### src/rtl/tinyrisc_pkg.sv
// Shared tinyRISC definitions: default bus widths and the memory arbiter's
// state and owner encodings.
package tinyrisc_pkg;

  localparam int DEF_ADDR_W = 8;
  localparam int DEF_DATA_W = 16;

  typedef enum logic [1:0] {
    IDLE   = 2'd0,
    ACCESS = 2'd1,
    WAIT   = 2'd2
  } arb_state_t;

  typedef enum logic {
    OWN_IF = 1'b0,
    OWN_D  = 1'b1
  } arb_owner_t;

  // Starvation counter must reach max_grants itself, so it needs one more code.
  function automatic int streak_width(input int max_grants);
    return (max_grants < 1) ? 1 : $clog2(max_grants + 1);
  endfunction

endpackage

### src/rtl/mem_arbiter_if.sv
// Bundle of the fetch port, the load/store port and the memory port that the
// arbiter sits between. slave is the arbiter's view, master is everyone else.
interface mem_arbiter_if #(
  parameter int ADDR_W = tinyrisc_pkg::DEF_ADDR_W,
  parameter int DATA_W = tinyrisc_pkg::DEF_DATA_W
) ();

  // fetch side
  logic              if_req;
  logic [ADDR_W-1:0] if_addr;
  logic              if_gnt;
  logic              if_rvalid;
  logic [DATA_W-1:0] if_rdata;

  // load/store side
  logic              d_req;
  logic              d_we;
  logic [ADDR_W-1:0] d_addr;
  logic [DATA_W-1:0] d_wdata;
  logic              d_gnt;
  logic              d_rvalid;
  logic [DATA_W-1:0] d_rdata;

  // memory side
  logic              mem_en;
  logic              mem_we;
  logic [ADDR_W-1:0] mem_addr;
  logic [DATA_W-1:0] mem_wdata;
  logic [DATA_W-1:0] mem_rdata;

  modport slave (
    input  if_req,
    input  if_addr,
    output if_gnt,
    output if_rvalid,
    output if_rdata,
    input  d_req,
    input  d_we,
    input  d_addr,
    input  d_wdata,
    output d_gnt,
    output d_rvalid,
    output d_rdata,
    output mem_en,
    output mem_we,
    output mem_addr,
    output mem_wdata,
    input  mem_rdata
  );

  modport master (
    output if_req,
    output if_addr,
    input  if_gnt,
    input  if_rvalid,
    input  if_rdata,
    output d_req,
    output d_we,
    output d_addr,
    output d_wdata,
    input  d_gnt,
    input  d_rvalid,
    input  d_rdata,
    input  mem_en,
    input  mem_we,
    input  mem_addr,
    input  mem_wdata,
    output mem_rdata
  );

endinterface

### src/rtl/mem_arbiter.sv
// Arbitrates the single-ported unified memory between instruction fetch and
// load/store: data-first priority with a fetch starvation guard, fixed latency.
module mem_arbiter
  import tinyrisc_pkg::*;
#(
  parameter int ADDR_W     = DEF_ADDR_W,
  parameter int DATA_W     = DEF_DATA_W,
  parameter int MEM_LAT    = 1,
  parameter int STARVE_MAX = 3
) (
  input  logic         clk,
  input  logic         reset,
  mem_arbiter_if.slave bus,
  output logic         busy
);

  localparam int                SW         = streak_width(STARVE_MAX);
  localparam logic [SW-1:0]     STREAK_LIM = SW'(STARVE_MAX);
  localparam logic [2:0]        LAT_LAST   = 3'(MEM_LAT);

  arb_state_t        state_reg,     state_next;
  arb_owner_t        owner_reg,     owner_next;
  logic              we_reg,        we_next;
  logic [ADDR_W-1:0] addr_reg,      addr_next;
  logic [DATA_W-1:0] wdata_reg,     wdata_next;
  logic [2:0]        lat_reg,       lat_next;
  logic [SW-1:0]     streak_reg,    streak_next;
  logic              if_rvalid_reg, if_rvalid_next;
  logic              d_rvalid_reg,  d_rvalid_next;
  logic [DATA_W-1:0] if_rdata_reg,  if_rdata_next;
  logic [DATA_W-1:0] d_rdata_reg,   d_rdata_next;

  logic if_gnt;
  logic d_gnt;
  logic fetch_forced;

  always_ff @(posedge clk or negedge reset) begin
    if (!reset) begin
      state_reg     <= IDLE;
      owner_reg     <= OWN_IF;
      we_reg        <= 1'b0;
      addr_reg      <= '0;
      wdata_reg     <= '0;
      lat_reg       <= '0;
      streak_reg    <= '0;
      if_rvalid_reg <= 1'b0;
      d_rvalid_reg  <= 1'b0;
      if_rdata_reg  <= '0;
      d_rdata_reg   <= '0;
    end else begin
      state_reg     <= state_next;
      owner_reg     <= owner_next;
      we_reg        <= we_next;
      addr_reg      <= addr_next;
      wdata_reg     <= wdata_next;
      lat_reg       <= lat_next;
      streak_reg    <= streak_next;
      if_rvalid_reg <= if_rvalid_next;
      d_rvalid_reg  <= d_rvalid_next;
      if_rdata_reg  <= if_rdata_next;
      d_rdata_reg   <= d_rdata_next;
    end
  end

  always_comb begin
    state_next     = state_reg;
    owner_next     = owner_reg;
    we_next        = we_reg;
    addr_next      = addr_reg;
    wdata_next     = wdata_reg;
    lat_next       = lat_reg;
    streak_next    = streak_reg;
    if_rdata_next  = if_rdata_reg;
    d_rdata_next   = d_rdata_reg;
    if_rvalid_next = 1'b0;
    d_rvalid_next  = 1'b0;
    if_gnt         = 1'b0;
    d_gnt          = 1'b0;
    fetch_forced   = bus.if_req && (streak_reg == STREAK_LIM);

    unique case (state_reg)
      IDLE: begin
        // grants are combinational, so they must stay low while reset is held
        if (reset) begin
          if (bus.d_req && !fetch_forced) begin
            d_gnt       = 1'b1;
            owner_next  = OWN_D;
            we_next     = bus.d_we;
            addr_next   = bus.d_addr;
            wdata_next  = bus.d_wdata;
            streak_next = bus.if_req ? streak_reg + SW'(1) : '0;
            state_next  = ACCESS;
          end else if (bus.if_req) begin
            if_gnt      = 1'b1;
            owner_next  = OWN_IF;
            we_next     = 1'b0;
            addr_next   = bus.if_addr;
            streak_next = '0;
            state_next  = ACCESS;
          end
        end
      end

      ACCESS: begin
        lat_next   = 3'd1;
        state_next = WAIT;
      end

      WAIT: begin
        if (lat_reg == LAT_LAST) begin
          // the response pulse lands in the IDLE cycle that follows
          state_next = IDLE;
          if (owner_reg == OWN_D) begin
            d_rvalid_next = 1'b1;
            d_rdata_next  = we_reg ? '0 : bus.mem_rdata;
          end else begin
            if_rvalid_next = 1'b1;
            if_rdata_next  = bus.mem_rdata;
          end
        end else begin
          lat_next = lat_reg + 3'd1;
        end
      end

      default: state_next = IDLE;
    endcase
  end

  assign bus.if_gnt    = if_gnt;
  assign bus.d_gnt     = d_gnt;
  assign bus.if_rvalid = if_rvalid_reg;
  assign bus.if_rdata  = if_rdata_reg;
  assign bus.d_rvalid  = d_rvalid_reg;
  assign bus.d_rdata   = d_rdata_reg;

  assign bus.mem_en    = (state_reg == ACCESS);
  assign bus.mem_we    = (state_reg == ACCESS) && we_reg;
  assign bus.mem_addr  = addr_reg;
  assign bus.mem_wdata = wdata_reg;

  assign busy = (state_reg != IDLE);

endmodule
### src/flat_wrapper.sv
// flat-port wrapper written by rule: the top's interface ports become plain ports
module mem_arbiter_flat import tinyrisc_pkg::*;
#(
  parameter int ADDR_W     = DEF_ADDR_W,
  parameter int DATA_W     = DEF_DATA_W,
  parameter int MEM_LAT    = 1,
  parameter int STARVE_MAX = 3
)
  (clk, reset, busy, bus_if_req, bus_if_addr, bus_if_gnt, bus_if_rvalid, bus_if_rdata, bus_d_req, bus_d_we, bus_d_addr, bus_d_wdata, bus_d_gnt, bus_d_rvalid, bus_d_rdata, bus_mem_en, bus_mem_we, bus_mem_addr, bus_mem_wdata, bus_mem_rdata);
  mem_arbiter_if #(.ADDR_W(ADDR_W), .DATA_W(DATA_W)) bus_i ();
  input  logic clk;
  input  logic reset;
  output logic busy;
  input wire logic [$bits(bus_i.if_req)-1:0] bus_if_req;
  input wire logic [$bits(bus_i.if_addr)-1:0] bus_if_addr;
  output wire logic [$bits(bus_i.if_gnt)-1:0] bus_if_gnt;
  output wire logic [$bits(bus_i.if_rvalid)-1:0] bus_if_rvalid;
  output wire logic [$bits(bus_i.if_rdata)-1:0] bus_if_rdata;
  input wire logic [$bits(bus_i.d_req)-1:0] bus_d_req;
  input wire logic [$bits(bus_i.d_we)-1:0] bus_d_we;
  input wire logic [$bits(bus_i.d_addr)-1:0] bus_d_addr;
  input wire logic [$bits(bus_i.d_wdata)-1:0] bus_d_wdata;
  output wire logic [$bits(bus_i.d_gnt)-1:0] bus_d_gnt;
  output wire logic [$bits(bus_i.d_rvalid)-1:0] bus_d_rvalid;
  output wire logic [$bits(bus_i.d_rdata)-1:0] bus_d_rdata;
  output wire logic [$bits(bus_i.mem_en)-1:0] bus_mem_en;
  output wire logic [$bits(bus_i.mem_we)-1:0] bus_mem_we;
  output wire logic [$bits(bus_i.mem_addr)-1:0] bus_mem_addr;
  output wire logic [$bits(bus_i.mem_wdata)-1:0] bus_mem_wdata;
  input wire logic [$bits(bus_i.mem_rdata)-1:0] bus_mem_rdata;
  assign bus_i.if_req = bus_if_req;
  assign bus_i.if_addr = bus_if_addr;
  assign bus_if_gnt = bus_i.if_gnt;
  assign bus_if_rvalid = bus_i.if_rvalid;
  assign bus_if_rdata = bus_i.if_rdata;
  assign bus_i.d_req = bus_d_req;
  assign bus_i.d_we = bus_d_we;
  assign bus_i.d_addr = bus_d_addr;
  assign bus_i.d_wdata = bus_d_wdata;
  assign bus_d_gnt = bus_i.d_gnt;
  assign bus_d_rvalid = bus_i.d_rvalid;
  assign bus_d_rdata = bus_i.d_rdata;
  assign bus_mem_en = bus_i.mem_en;
  assign bus_mem_we = bus_i.mem_we;
  assign bus_mem_addr = bus_i.mem_addr;
  assign bus_mem_wdata = bus_i.mem_wdata;
  assign bus_i.mem_rdata = bus_mem_rdata;
  mem_arbiter #(.ADDR_W(ADDR_W), .DATA_W(DATA_W), .MEM_LAT(MEM_LAT), .STARVE_MAX(STARVE_MAX)) u_core (.clk(clk), .reset(reset), .bus(bus_i), .busy(busy));
endmodule
### config.mk
export PLATFORM = sky130hd
export DESIGN_NAME = mem_arbiter_flat
export DESIGN_NICKNAME = d
export VERILOG_FILES = /design/src/rtl/tinyrisc_pkg.sv /design/src/rtl/mem_arbiter_if.sv /design/src/rtl/mem_arbiter.sv /design/src/flat_wrapper.sv
export SDC_FILE = /design/constraint.sdc
export NUM_CORES = 1
export LEC_CHECK = 0
export ABC_AREA = 1
export CAP_MARGIN = 5
export CELL_PAD_IN_SITES_DETAIL_PLACEMENT = 0
export CELL_PAD_IN_SITES_GLOBAL_PLACEMENT = 2
export CORE_ASPECT_RATIO = 0.6
export CORE_UTILIZATION = 22
export DETAILED_ROUTE_END_ITERATION = 16
export PLACE_DENSITY_LB_ADDON = 0.1
export SYNTH_ARGS = -nofsm -noshare
export SYNTH_HDL_FRONTEND = slang
export SYNTH_SLANG_ARGS = --single-unit
### constraint.sdc
create_clock -name clk -period 1.5 [get_ports clk]
set_clock_uncertainty 0.1 [all_clocks]
set_input_delay 0.3 -clock clk [delete_from_list [all_inputs] [get_ports clk]]
set_output_delay 0.3 -clock clk [all_outputs]
set_load 0.005 [all_outputs]
==> Yosys cells after proc, flatten, opt, wreduce, memory -nomap -nowiden <==
Cells that the tools add are included.
W data, S select, Z words.
{ "word_totals": {"ff_bits": 67, "latch_bits": 0, "ramBits": 0, "romBits": 0, "input_bits": 53, "elab_cells": 65, "mem_count": 0} }
{ "classes": {"addsub": 2, "mul": 0, "div": 0, "magnitude_cmp": 0, "eq_ne": 8, "n_shift": 0, "n_mux": 29, "bitwise_logic": 1, "n_reduce_logical": 14} }
{ "ops": {"columns": ["cell", "n"], "rows": [
  ["$mux W1", 16],
  ["$mux W16", 1],
  ["$mux W8", 2],
  ["$reduce_and A3 Y1", 5],
  ["$mux W2", 7],
  ["$pmux W2 S3", 1],
  ["$pmux W3 S2", 1],
  ["$reduce_bool A2 Y1", 3],
  ["$eq A2 B2 Y1 const B", 2],
  ["$ne A2 B2 Y1 const B", 2],
  ["$add A3 B1 Y3 const B", 1],
  ["$eq A3 B1 Y1 const B", 1],
  ["$logic_and A1 B1 Y1", 3],
  ["$mux W3", 1],
  ["$ne A3 B2 Y1 const B", 1],
  ["$add A2 B1 Y2 const B", 1],
  ["$eq A2 B1 Y1 const B", 1],
  ["$logic_not A2 Y1", 1],
  ["$ne A2 B1 Y1 const B", 1],
  ["$reduce_and A2 Y1", 1],
  ["$logic_not A1 Y1", 1],
  ["$not A1 Y1", 1]
]} }

==> Longest topological paths before layout <==
Gate-level depths: netlist of run 1.
{ "logic_depth": {"word_depth": 7, "mapped_depth": 8, "ltp_nobuf": 7} }

==> Least setup slack after synthesis of run 1 <==
OpenSTA, ideal clock, no wires.
{ "synth_timing": {"kind": "register to output", "start": "register u_core.streak_reg[0]", "end": "output port bus_d_gnt", "t_arrival_ns": 1.126, "slack_ns": -0.026, "stages_incl_launch_ff": 6, "path_buffers": 1, "path_cell_list": "dfrtp_1 > ha_1 > nand2_4 > nand2_2 > nor2_4 > buf_6"} }
{ "synth_between": {"elab_chain_len": 7} }
{ "synth_rtl": {"columns": ["item", "line_no", "rtl"], "rows": [
  ["start, declared", "mem_arbiter.sv:27", "logic [SW-1:0] streak_reg, streak_next;"],
  ["start signal, assigned", "mem_arbiter.sv:57", "streak_reg <= streak_next;"],
  ["$eq A2 B2 Y1", "mem_arbiter.sv:79", "fetch_forced = bus.if_req && (streak_reg == STREAK_LIM);"],
  ["$logic_and A1 B1 Y1", "mem_arbiter.sv:79", null],
  ["$logic_not A1 Y1", "mem_arbiter.sv:85", "if (bus.d_req && !fetch_forced) begin"],
  ["$logic_and A1 B1 Y1", "mem_arbiter.sv:85", null],
  ["$mux W1", "mem_arbiter.sv:85", null],
  ["$mux W1", "mem_arbiter.sv:84", "if (reset) begin"],
  ["$mux W1", "mem_arbiter.sv:81", "unique case (state_reg)"],
  ["end, declared", "flat_wrapper.sv:23", "output wire logic [$bits(bus_i.d_gnt)-1:0] bus_d_gnt;"]
]} }
No other way between the ends.

==> Worst setup path in the final report of run 1 <==
Ends and elaborated chain as after synthesis.

==> implementation parameters, run 1 <==
Parameter                              Value

Outcome
  Outcome    complete, but fails checks
  Failing checks    DRC, setup timing

Synth
  Cell count after synthesis    371
  Share of synthesized area occupied by flip-flops and latches    56.0%
  Average cell area after synthesis    8.06 µm²
  Count of synthesis-stage warnings from yosys    0
  Post-synthesis instance area    0.00299 mm²
  Synthesized net count    427
  Flop and latch count out of synthesis    67
  Distinct cell type count after synthesis    18

Floorplan
  Chip height    92.3 µm
  Cell row count    32
  Core area    0.0131 mm²
  Width of the die    153 µm
  Area enclosed by the die boundary    0.0141 mm²
  Top-level I/O count    116
  Initial core utilization    22.9%

Final layout
  Area added between synthesis and finish    66.5%
  Number of standard cells in the layout, taps in and fillers out    703
  Fraction of layout cells with a size suffix above 1    18.6%
  Multi-input gate area    0.00120 mm²
  Ant diodes    0
  FF/Latch Area    0.00168 mm²
  Final layout net count    586
  Final Cell Area    0.00498 mm²
  Final standard cell utilization of the core    38.2%
  Number of inserted filler cells in the final layout    1401

Power
  Combinational share of power    43.0%
  Switching fraction of total power    33.9%
  Worst VDD drop    0.000614 V
  Net switching power of the design    3100 µW
  Static Leakage    0.00273 µW
  Portion of total power attributed to sequential cells    34.6%
  Relative contribution of the clock network to total power    22.4%
  Power per Cell Area    1840 mW/mm²
  Internal power of the cells    6050 µW

Clock network
  TritonCTS clock tree    built
  Clk_lat worst skew    320 ps
  CTS root buffer    clkbuf_16
  Maximum count of clock buffers along a single path    2
  Number of buffers added by the clock tree synthesis step    9
  Clock-pin slew reported for the worst setup and hold paths after clock tree synthesis    60 ps
  Level count of the clock H-tree    3
  Number of sinks driven by the clock tree    67

Setup path
  Cell with the most instances on the worst path    nand2_4
  Largest stage delay, worst path    380 ps
  Max Fanout on Critical Path    4
  WP data required    1100 ps
  Startpoint type of the worst setup path    flop
  CP Capture Type    output port
  Reg2Reg Launch Point    u_core.lat_reg[1]
  Cell family contributing the most delay on the critical path    flip-flops
  Flop-to-flop setup slack    50 ps
  Data arrival time of the critical path    1260 ps
  Crit Path Class    reg -> out
  Cell-by-cell listing of the critical path    ha_2 > nand2_4 > nand2_4 > nor2_4 > buf_6
  Worst r2r dst    u_core.bus.d_rdata[12]
  CP max-delay cell    dfrtp_1
  Cells on worst reg2reg path    8
  Number of buffer and inverter instances along the worst setup path    1

Place
  Total placed cells including tap cells    669
  Count of input and output buffers    115
  Placement-stage cell area    0.00451 mm²
  Final estimated routing congestion in global placement    0.730
  Half-perimeter wire length after placement    6.46 mm
  Worst slack, placed    -542 ps

GRT
  Antenna violations before repair    0
  Maximum number of pins on one net before global-route repair    63
  First-pass GRT wire length    15.2 mm
  Total global routing overflow    0
  Via count of the first global-routing pass    2859
  Global-route usage over all layers    14.0%

Run
  Count of max-cap constraint violations    0

Worst hold path
  Class of the worst hold path    in -> async

Routing
  Total Wirelength    9.29 mm
  Routed Antenna Nets    0
  Routed via count divided by cell count    4.06
  Routed wirelength normalized by instance count    13.2 µm
  Number of DRC markers after the initial detailed-route iteration    105
  Detailed-route via count    2853
  DR DRC count    3
  Drt first pass iters    13

STA
  Slew at the pin closest to its max-slew limit    837 ps
  Number of failing hold endpoints at the final stage    0
  Worst Setup Slack, final    -155 ps
  Min cycle time layout    1660 ps
  FMAX    604 MHz
  Final Max Tran Viols    0
  Tcrit/Tclk final    110%
  RSZ-0062 raised after global routing    yes
  Slew margin rel.    44.2%
  Number of endpoints failing setup at the final stage    2
==> per-layer routing <==
metal / track usage [%] / routed length (µm) / up-vias
met5: 0 / 0 / -
met4: 3.54 / 89 / 0
met3: 6.22 / 768 / 10
met2: 19.6 / 3670 / 79
met1: 19.4 / 4760 / 1332
li1: - / - / 1432
==> power by group through the flow <==
stage	clock network [µW]	logic [µW]	registers [µW]
3_3_place_gp	0	3990	3190
5_1_grt	2210	4420	3320
3_5_place_dp	0	4010	3200
2_1_floorplan	0	1440	3220
6_report	2050	3930	3170
4_1_cts	2130	3760	3150
==> how the worst max path moves through the flow <==
stage | start | end | depth (start not counted)
finish | u_core.streak_reg[0] | bus_d_gnt | 5
global route | u_core.streak_reg[1] | bus_if_gnt | 6
CTS | u_core.streak_reg[1] | bus_d_gnt | 5
detailed placement | bus_if_req | bus_if_gnt | 6
global placement | bus_if_req | bus_if_gnt | 6
floorplan | u_core.streak_reg[0] | bus_d_gnt | 5
==> cell usage in the layout, fill, tap and decap left out, drive strengths merged <==
cell type and instances:
bufinv 1, clkinv 2, clkdlybuf4s50 50, nand4 1, nand2 200, buf 50
nand3 28, dfrtp 67, nor2 29, clkbuf 12, xor2 1, dlymetal6s2s 1
inv 29, dlygate4sd3 1, ha 3, dlygate4sd2 58
==> layout make-up <==
type / count / share of cell area (%)
clock buffers: 11 / 4.87
clock inverters: 3 / 0.804
inverters: 29 / 2.19
multi-input cells: 262 / 24.1
flip-flops and latches: 67 / 33.7
well taps: 170 / 4.27
repair buffers: 161 / 30.1
==> per-stage QoR <==
step	setup TNS, ps	power (µW)	hold WS, ps
floorplan	0	4660	-95.6
finish	-293	9150	225
global route	-1060	9950	313
global placement	-7480	7180	157
detailed placement	-7590	7210	151
CTS	-356	9040	276
==> timing repair <==
action                                  CTS  global route
endpoints found under the setup margin   79            66
hold buffers                              1             0
pin swaps                                 2             3
setup buffers                            13             6
endpoints found under the hold margin     5             0
gates cloned                              0             1
gates resized for setup                  91            24
==> worst reg2reg max path, delay by kind of cell (launching register included) <==
| family | cells | cell delay (ps) |
|---|---|---|
| flip-flops | 1 | 390 |
| adder cells (fa/ha/maj) | 1 | 130 |
| AND/OR/NAND/NOR | 4 | 430 |
| buffers and inverters | 3 | 310 |
==> kinds of logic after synthesis <==
kind of cell | share of synthesized area [%]
AND/OR/NAND/NOR | 35.7
flip-flops | 56.0
buffers and inverters | 6.73
adder cells (fa/ha/maj) | 1.25
XOR/XNOR | 0.293
==> synth_stat cells, drive strengths merged <==
cell type	n	area [µm²]
nor2	29	141
nand2	200	768
buf	13	92.6
ha	3	37.5
nand3	28	145
xor2	1	8.76
nand4	1	12.5
dfrtp	67	1680
inv	29	109
Note: power is estimated with default switching activity, not from simulation.
==> run 2, diff against run 1 <==
==> constraint.sdc (replaced) <==
create_clock -name clk -period 1.4 [get_ports clk]
set_clock_uncertainty 0.1 [all_clocks]
set_input_delay 0.28 -clock clk [delete_from_list [all_inputs] [get_ports clk]]
set_output_delay 0.28 -clock clk [all_outputs]
set_load 0.005 [all_outputs]
==> run 2 against run 1 <==
Clock-buffer cell count decreased by 2. Flip-flop and latch count unchanged. Cell count increased by 1.4%. Die area unchanged. First-iteration DRC count decreased by 30%. Global-route usage increased by 1.1 points. Routed wire length increased by 5.4%. Cell area increased by 7.8%. Utilization increased by 3.0 points. Non-clock buffer count increased by 9. Sequential power increased by 8.8%. The flow finishes with violations (DRC, hold timing, setup timing).
==> implementation parameters, run 2 (synthesized netlist as in run 1, its figures left out) <==
Parameter                              Value

Setup path
  CP Capture Type    output port
  Max Fanout on Critical Path    4
  Reg2Reg Launch Point    u_core.state_reg[0]
  CP max-delay cell    dfrtp_1
  Worst r2r dst    u_core.bus.if_rdata[0]
  Cell-by-cell listing of the critical path    ha_4 > nand2_4 > nand2_4 > nor2_4 > buf_6
  Cell with the most instances on the worst path    nand2_4
  WP data required    1020 ps
  Crit Path Class    reg -> out
  Cell family contributing the most delay on the critical path    flip-flops
  Number of buffer and inverter instances along the worst setup path    1
  Largest stage delay, worst path    410 ps
  Cells on worst reg2reg path    10
  Startpoint type of the worst setup path    flop
  Flop-to-flop setup slack    -120 ps
  Data arrival time of the critical path    1250 ps

Routing
  DR DRC count    3
  Number of DRC markers after the initial detailed-route iteration    73
  Routed via count divided by cell count    4.06
  Drt first pass iters    12
  Detailed-route via count    2898
  Routed wirelength normalized by instance count    13.7 µm
  Total Wirelength    9.79 mm
  Routed Antenna Nets    0

STA
  Number of endpoints failing setup at the final stage    62
  Tcrit/Tclk final    116%
  RSZ-0062 raised after global routing    yes
  Worst Setup Slack, final    -226 ps
  Min cycle time layout    1630 ps
  Slew at the pin closest to its max-slew limit    568 ps
  Final hold slack    -2.28 ps
  FMAX    615 MHz
  Final Max Tran Viols    0
  Number of failing hold endpoints at the final stage    2
  Slew margin rel.    62.1%

Clock network
  CTS root buffer    clkbuf_16
  Total of hold buffers inserted after clock tree synthesis    0
  Number of buffers added by the clock tree synthesis step    9
  Level count of the clock H-tree    3
  Clk_lat worst skew    320 ps
  Number of sinks driven by the clock tree    67
  TritonCTS clock tree    built
  Maximum count of clock buffers along a single path    2
  Clock-pin slew reported for the worst setup and hold paths after clock tree synthesis    50 ps

Floorplan
  Cell row count    32
  Core area    0.0131 mm²
  Chip height    92.3 µm
  Initial core utilization    22.9%
  Top-level I/O count    116
  Area enclosed by the die boundary    0.0141 mm²
  Width of the die    153 µm

Power
  Static Leakage    0.00281 µW
  Power per Cell Area    1960 mW/mm²
  Sum of internal, switching and leakage power    10500 µW
  Worst VDD drop    0.000794 V

Outcome
  Failing checks    DRC, hold timing, setup timing
  Outcome    complete, but fails checks

GRT
  First-pass GRT wire length    16.0 mm
  Via count of the first global-routing pass    3105
  Maximum number of pins on one net before global-route repair    43
  Total global routing overflow    0
  Antenna violations before repair    0
  Global-route usage over all layers    15.1%

Place
  Count of input and output buffers    115
  Half-perimeter wire length after placement    6.41 mm
  Final estimated routing congestion in global placement    0.729
  Worst slack, placed    -607 ps

Final layout
  Highest-count cells in the layout ignoring fill and taps    nand2_1 (146), dfrtp_1 (66), clkdlybuf4s50_1 (51)
  Area added between synthesis and finish    79.4%
  Fraction of layout cells with a size suffix above 1    30.2%
  Final layout net count    596
  Commonest non-fill, non-tap cell in the layout    nand2_1
  Ant diodes    0

Worst hold path
  Class of the worst hold path    in -> async

Run
  Count of max-cap constraint violations    0
-- run 2: cell types whose count changed in the layout (fill, tap and decap cells not counted), sizes merged, moves of 3 or more --
cell / change
clkdlybuf4s15: +15
dlygate4sd2: -15
buf: +11
clkbuf: -3
clkinvlp: +3
-- run 2: worst max path at each step --
stage / start / end / slack, ps / depth (start not counted)
after floorplan: u_core.streak_reg[0] / bus_d_gnt / -40 / 5
final: u_core.streak_reg[0] / bus_d_gnt / -230 / 5
after global placement: bus_if_req / bus_if_gnt / -610 / 6
after CTS: u_core.streak_reg[0] / bus_d_gnt / -260 / 5
after global routing: u_core.streak_reg[1] / bus_if_gnt / -310 / 6
after detailed placement: bus_if_req / bus_if_gnt / -610 / 6
-- run 2: where the power goes --
| part | switching [µW] | internal, µW | total, µW | leakage [µW] |
|---|---|---|---|---|
| Clock | 841 | 1170 | 2010 | 0.000119 |
| Combinational | 2360 | 2700 | 5070 | 0.00185 |
| Sequential | 586 | 2860 | 3450 | 0.000833 |
-- run 2: metal layers --
| layer | GRT usage (%) | share of wire (%) |
|---|---|---|
| met5 | 0 | 0 |
| met4 | 3.79 | 0.68 |
| met3 | 6.79 | 8.5 |
| met2 | 21.8 | 40 |
| met1 | 20.4 | 50 |
-- run 2: final cells by class --
type	count	area, µm²
Fill cell	1334	7680
Sequential cell	67	1680
Timing Repair Buffer	170	1660
Tap cell	170	213
Clock buffer	9	225
Inverter	29	119
Clock inverter	5	32.5
Multi-Input combinational cell	263	1440
-- run 2: worst register-to-register path, cell delays in order, from the launching register on --
cell and delay, ps:
dfrtp_1 390, buf_6 130, buf_6 110, inv_4 50, buf_6 90, nand2_4 60
nor2_4 120, buf_6 140, buf_12 140, nand3_2 70, nand2_1 60
-- run 2: through the flow --
step	cells	util [%]	area [µm²]	setup TNS (ps)
finish	713	41.1	5370	-4320
global route	713	41.1	5370	-8800
CTS	709	40.3	5260	-6810
detailed placement	672	34.9	4550	-12090
global placement	672	34.9	4550	-12250
floorplan	371	-	3010	-579
-- run 2: repair_timing --
item | 4_1_cts | 5_1_grt
cloned | 6 | 0
endpoints found under the setup margin | 113 | 81
pin swaps | 32 | 23
hold endpoints to repair | 0 | 0
gates resized for setup | 151 | 58
buffers inserted | 17 | 12
